==> src/rtl/cic3_decimator_pkg.sv <==
// cic3_pkg: shared constants, data word type and monitor select codes for the
// third-order CIC decimator.
//   ORDER      - number of integrator / comb stages (design is written for 3)
//   DECIM_LOG2 - log2 of the decimation ratio
//   OUT_W      - accumulator / output width, 1 + ORDER*DECIM_LOG2
//   R          - decimation ratio
package cic3_pkg;

    localparam int ORDER      = 3;
    localparam int DECIM_LOG2 = 8;
    localparam int OUT_W      = 1 + ORDER * DECIM_LOG2;
    localparam int R          = 1 << DECIM_LOG2;

    typedef logic [OUT_W-1:0] cic_word_t;

    // Debug monitor routing; codes 9..15 are unused and read as zero.
    typedef enum logic [3:0] {
        MON_OUT = 4'd0,
        MON_I1  = 4'd1,
        MON_I2  = 4'd2,
        MON_I3  = 4'd3,
        MON_D1  = 4'd4,
        MON_D2  = 4'd5,
        MON_D3  = 4'd6,
        MON_CNT = 4'd7,
        MON_IN  = 4'd8
    } mon_sel_e;

endpackage

==> src/rtl/cic3_decimator_integrator.sv <==
// cic_integrator: one running-sum stage of the CIC integrator chain.
// Ports:
//   clk   - system clock (modulator rate)
//   reset - synchronous active-high clear
//   din   - value added every cycle (previous stage's registered sum)
//   acc   - registered running sum, wraps modulo 2^OUT_W
module cic_integrator
    import cic3_pkg::*;
(
    input  logic             clk,
    input  logic             reset,
    input  logic [OUT_W-1:0] din,
    output logic [OUT_W-1:0] acc
);

    logic [OUT_W-1:0] acc_reg;

    // Modulo wrap is intentional: the comb differences cancel the overflow.
    always_ff @(posedge clk) begin
        if (reset) begin
            acc_reg <= '0;
        end else begin
            acc_reg <= acc_reg + din;
        end
    end

    assign acc = acc_reg;

endmodule

==> src/rtl/cic3_decimator.sv <==
// cic3_decimator: sinc^3 decimation filter (R = 256, M = 1) for a 1-bit
// sigma-delta bitstream, with a registered debug monitor on the output bus.
// Ports:
//   clk                 - system clock, one input bit per cycle
//   reset               - synchronous active-high clear of all filter state
//   in                  - modulator bit, 1 = full scale, 0 = zero
//   digital_monitor_sel - selects filter output or an internal node for out
//   out                 - registered, unsigned selected data (OUT_W bits)
module cic3_decimator
    import cic3_pkg::*;
(
    input  logic             clk,
    input  logic             reset,
    input  logic             in,
    input  logic [3:0]       digital_monitor_sel,
    output logic [OUT_W-1:0] out
);

    // stage[0] is the zero-extended input bit, stage[k] the k-th integrator.
    logic [OUT_W-1:0]      stage [0:ORDER];
    logic [DECIM_LOG2-1:0] cnt_reg;
    logic [OUT_W-1:0]      d1_reg;
    logic [OUT_W-1:0]      d2_reg;
    logic [OUT_W-1:0]      d3_reg;
    logic [OUT_W-1:0]      y_reg;
    logic [OUT_W-1:0]      out_reg;
    logic [OUT_W-1:0]      c1;
    logic [OUT_W-1:0]      c2;
    logic [OUT_W-1:0]      c3;
    logic [OUT_W-1:0]      out_next;
    logic                  strobe;
    mon_sel_e              sel_code;

    assign stage[0] = {{(OUT_W-1){1'b0}}, in};

    genvar gi;
    generate
        for (gi = 0; gi < ORDER; gi++) begin : g_integ
            cic_integrator u_integ (
                .clk   (clk),
                .reset (reset),
                .din   (stage[gi]),
                .acc   (stage[gi+1])
            );
        end
    endgenerate

    // Last cycle of each 256-cycle frame; combs run on this edge.
    assign strobe = (cnt_reg == {DECIM_LOG2{1'b1}});

    // Comb chain at the decimated rate, all modulo 2^OUT_W.
    always_comb begin
        c1 = stage[ORDER] - d1_reg;
        c2 = c1 - d2_reg;
        c3 = c2 - d3_reg;
    end

    always_ff @(posedge clk) begin
        if (reset) begin
            cnt_reg <= '0;
            d1_reg  <= '0;
            d2_reg  <= '0;
            d3_reg  <= '0;
            y_reg   <= '0;
        end else begin
            cnt_reg <= cnt_reg + 1'b1;
            if (strobe) begin
                d1_reg <= stage[ORDER];
                d2_reg <= c1;
                d3_reg <= c2;
                y_reg  <= c3;
            end
        end
    end

    assign sel_code = mon_sel_e'(digital_monitor_sel);

    always_comb begin
        out_next = '0;
        case (sel_code)
            MON_OUT: out_next = y_reg;
            MON_I1:  out_next = stage[1];
            MON_I2:  out_next = stage[2];
            MON_I3:  out_next = stage[3];
            MON_D1:  out_next = d1_reg;
            MON_D2:  out_next = d2_reg;
            MON_D3:  out_next = d3_reg;
            MON_CNT: out_next = {{(OUT_W-DECIM_LOG2){1'b0}}, cnt_reg};
            MON_IN:  out_next = stage[0];
            default: out_next = '0;
        endcase
    end

    // The bus is registered so a select change lands cleanly on the next edge.
    always_ff @(posedge clk) begin
        if (reset) begin
            out_reg <= '0;
        end else begin
            out_reg <= out_next;
        end
    end

    assign out = out_reg;

endmodule

==> config.mk <==
export PLATFORM = sky130hd
export DESIGN_NAME = cic3_decimator
export DESIGN_NICKNAME = d
export VERILOG_FILES = /design/src/rtl/cic3_decimator_pkg.sv /design/src/rtl/cic3_decimator_integrator.sv /design/src/rtl/cic3_decimator.sv
export SDC_FILE = /design/constraint.sdc
export NUM_CORES = 1
export LEC_CHECK = 0
export BUFFER_PORTS_ARGS = -buffer_cell sky130_fd_sc_hd__buf_2
export CELL_PAD_IN_SITES_DETAIL_PLACEMENT = 1
export CELL_PAD_IN_SITES_GLOBAL_PLACEMENT = 2
export CORE_UTILIZATION = 39
export DETAILED_ROUTE_END_ITERATION = 8
export GPL_TIMING_DRIVEN = 1
export PLACE_DENSITY_LB_ADDON = 0.15
export SYNTH_ARGS = -nofsm -noshare
export SYNTH_HDL_FRONTEND = slang
export SYNTH_SLANG_ARGS = --single-unit
==> constraint.sdc <==
create_clock -name clk -period 6.1 [get_ports clk]
set_input_delay 0.305 -clock clk [delete_from_list [all_inputs] [get_ports clk]]
set_output_delay 0.305 -clock clk [all_outputs]
set_load 0.05 [all_outputs]
==> results by group <==
STA
  • Worst hold slack: ~0.15 ns
  • Crit path time final: around 5.8 ns
  • Worst rel slew slack: a little under a third
  • Final setup violation count: 0
  • Final period utilization: a little over nine tenths
  • Final slew viol count: 0
  • Final Hold Vio Count: 0
  • Highest clock rate: 173.0 MHz
  • Clk_skew: 0.01143 ns
  • Slew @ Worst Pin: between 1 and 1.5 ns

Synthesis
  • Synth async-reset ratio: 0%
  • Count of cell types in the netlist: between 80 and 90
  • Synth Area in XOR/XNOR: 6.935%
  • Yosys top cell area share: 30.53%
  • Seq cells post-synth: between 200 and 250
  • EDFF count, synth: 0
  • Post-synth top cells: dfxtp_1 (208), nand2_1 (201), a21oi_1 (160)
  • Multiplexer share of the synthesized area: less than 1%
  • Most numerous cell in the Yosys netlist: dfxtp_1
  • Largest cells by area after synthesis: dfxtp_1 (31%), ha_1 (11%), a21oi_1 (5.9%)
  • Cell count after synthesis: roughly 1700
  • Post-synthesis net count: between 1500 and 2000
  • Synth Cell Area: around 14000 µm²
  • Adder-cell share of the synthesized area: about an eighth
  • YS warnings: 0
  • Cell taking the most area after synthesis: dfxtp_1
  • Synth Area in Simple Gates: a little under a fifth
  • Main combinational cell family by area after synthesis: compound AO/OA/AOI/OAI gates
  • Avg Inst Size Synth: roughly 8 µm²
  • Synth Area in Compound Gates: 25.49%
  • Post-synth top flop: dfxtp_1
  • Post-synthesis sequential area ratio: between 30 and 40%

Clock network
  • Clock Latency Late Sink: about 0.56 ns
  • Clk buf depth: 3
  • Number of CTS-inserted buffers: 28
  • Cts hold-fix bufs: 0
  • CTS H-tree depth: 1
  • CTS root buf: clkbuf_16
  • CTS tree: done
  • CTS clk-pin slew, worst paths: 0.06 ns
  • Clock Sinks: about 210

Setup path
  • Worst-case reg-to-reg path depth: 24
  • Critical path capture point type: flop
  • Startpoint types: flop
  • End of the critical path: y_reg[24]$_SDFFE_PP0N_
  • Critical Path Start: g_integ[2].u_integ.acc[0]$_SDFF_PP0_
  • Worst EP arrival: ~6.3 ns
  • Register-to-register setup slack: between 0.3 and 0.4 ns
  • Setup CP Type: reg2reg
  • RR Startpoint: g_integ[2].u_integ.acc[0]$_SDFF_PP0_
  • Crit path max fanout: 4
  • Crit Reg-Reg Endpoint: y_reg[24]$_SDFFE_PP0N_
  • Worst path required time: between 6 and 7 ns

Hold path
  • Worst Hold Class: in2reg
  • HP Start: in

Floorplanning
  • Chip height: between 150 and 200 µm
  • Die Area: around 36000 µm²
  • CORE AREA: approximately 34000 µm²
  • Die X: 189.0 µm
  • # rows: between 60 and 70
  • Initial Util: approximately two fifths
  • I/O pin count: 32

Drt
  • Antenna viol nets, final: 0
  • DR iter-0 viols: between 600 and 700
  • DR pass1 iterations: 5
  • Via Count: 12430
  • Total Wirelength: 44.25 mm
  • DR WL/cell: 20.22 µm
  • DRC Markers: 0
  • Routed vias/inst: about 5.7

Layout
  • Layout Nets: approximately 1800
  • Share of cells above drive strength 1: under 10%
  • Max reg flops: 75
  • Reg area: about 4200 µm²
  • Finished Layout Cells: 2188
  • Filler cells: 4152
  • Area of the multi-input gates: a little under 9000 µm²
  • P&R area growth vs syn: 11.70%

GRT
  • Largest net degree at the start of global routing: 75
  • First-pass GRT wire length: 70.35 mm
  • M2 GR Usage: a little under two fifths
  • GR peak layer: met1
  • Vias in the first global route: 12550
  • Grt ovf: 0
  • GRT met3 Usage: under 10%
  • Initial antenna violation count: 4
  • Global Route met1 Usage: 37.14%
  • Total GRT Usage: between 20% and 30%

Placement
  • Post-DP HPWL: around 33 mm
  • Placed insts: between 2000 and 2500
  • Port bufs: 31
  • Placer congestion estimate: ~0.87

Power
  • Pwr Total: roughly 6.3 mW
  • Pwr Density: between 400 and 500 nW/µm²
  • Leak Pwr: 5.968 nW
  • Maximum vdd drop: between 0.0002 and 0.0003 V

Status
  • Outcome: complete, no violations

Flow run
  • Max-cap violations: 0
## worst min-delay path by stage
stage,end,slack (ns),cells past startpoint
floorplan,cnt_reg[0]$_SDFF_PP0_,0.43,1
global placement,d2_reg[16]$_SDFFE_PP0N_,0.44,2
detailed placement,y_reg[18]$_SDFFE_PP0N_,0.45,2
CTS,g_integ[0].u_integ.acc[0]$_SDFF_PP0_,0.13,3
global route,g_integ[0].u_integ.acc[0]$_SDFF_PP0_,0.17,3
finish,g_integ[0].u_integ.acc[0]$_SDFF_PP0_,0.15,3
## logic make-up after synthesis
kind of cell,Yosys count
AND/OR/NAND/NOR,553
AO/OA/AOI/OAI,515
flip-flops,208
buffers and inverters,178
adder cells (fa/ha/maj),128
XOR/XNOR,108
multiplexers,12
## where the power goes
part | switching [mW] | total [mW] | leakage (nW) | internal, mW
sequential | 0.0172 | 1.39 | 1.68 | 1.37
combinational | 1.90 | 3.26 | 3.84 | 1.36
clock | 0.644 | 1.68 | 0.456 | 1.03
## layout by cell type (no fill, tap or decap), drive strengths merged, types with 6 or more instances in the layout
| master | count |
|---|---|
| a41oi | 7 |
| xor2 | 51 |
| ha | 123 |
| a211o | 7 |
| nor3b | 6 |
| and3 | 25 |
| nand2 | 201 |
| mux2i | 9 |
| o21ai | 62 |
| nor2b | 27 |
| inv | 109 |
| a21oi | 165 |
| a22oi | 63 |
| o21bai | 15 |
| o21a | 26 |
| or3 | 24 |
| a21o | 40 |
| nor3 | 42 |
| nand4 | 9 |
| a21boi | 8 |
| xnor2 | 57 |
| nand3 | 40 |
| clkbuf | 40 |
| a31oi | 29 |
| nand2b | 15 |
| nor2 | 129 |
| nor4 | 6 |
| dfxtp | 208 |
| o31ai | 9 |
| buf | 50 |
| o311ai | 6 |
| a211oi | 23 |
| a222oi | 14 |
## through the flow
stage                     cell area (µm²)  utilization, %  setup TNS [ns]  setup slack [ns]
after detailed placement            14250           41.34               0            0.1756
after global routing                15230           44.21       -0.003266         -0.003266
after global placement              14250           41.34               0            0.3169
final                               15240           44.22               0            0.3193
after CTS                           15170           44.02               0            0.1402
after floorplan                     13640               -               0            0.7609
## critical path, cell delays in order, from the launching register on
cell	delay, ns
dfxtp_1	0.33
inv_1	0.06
ha_1	0.18
inv_1	0.06
fa_1	0.43
a211oi_2	0.23
o21bai_2	0.12
o21a_1	0.24
a21o_1	0.19
a21oi_1	0.18
xnor2_1	0.11
ha_1	0.21
or3_2	0.51
o311a_1	0.38
o41a_1	0.39
xor2_1	0.19
ha_1	0.33
nor2b_1	0.16
or2_2	0.30
nand3_1	0.09
nand2_1	0.08
o31a_1	0.30
or3_1	0.34
mux2i_1	0.16
a311o_1	0.13
## final cells by class
cell class	count	share of cell area [%]
diodes	2	0.03285
inverters	109	2.685
clock buffers	40	5.296
well taps	455	3.736
repair buffers	50	1.995
clock inverters	8	0.7555
flip-flops and latches	208	27.34
multi-input cells	1316	58.16
## what timing repair did
action / 4_1_cts / 5_1_grt
gates resized for setup: 0 / 13
setup endpoints to repair: 0 / 2
setup buffers: 0 / 2
## metal layers
layer | vias up | part of all wire [%]
met5 | - | 0.061
met4 | 4 | 1.9
met3 | 54 | 5.0
met2 | 211 | 41
met1 | 6033 | 51
li1 | 6129 | -
Note: power is estimated with default switching activity, not from simulation.
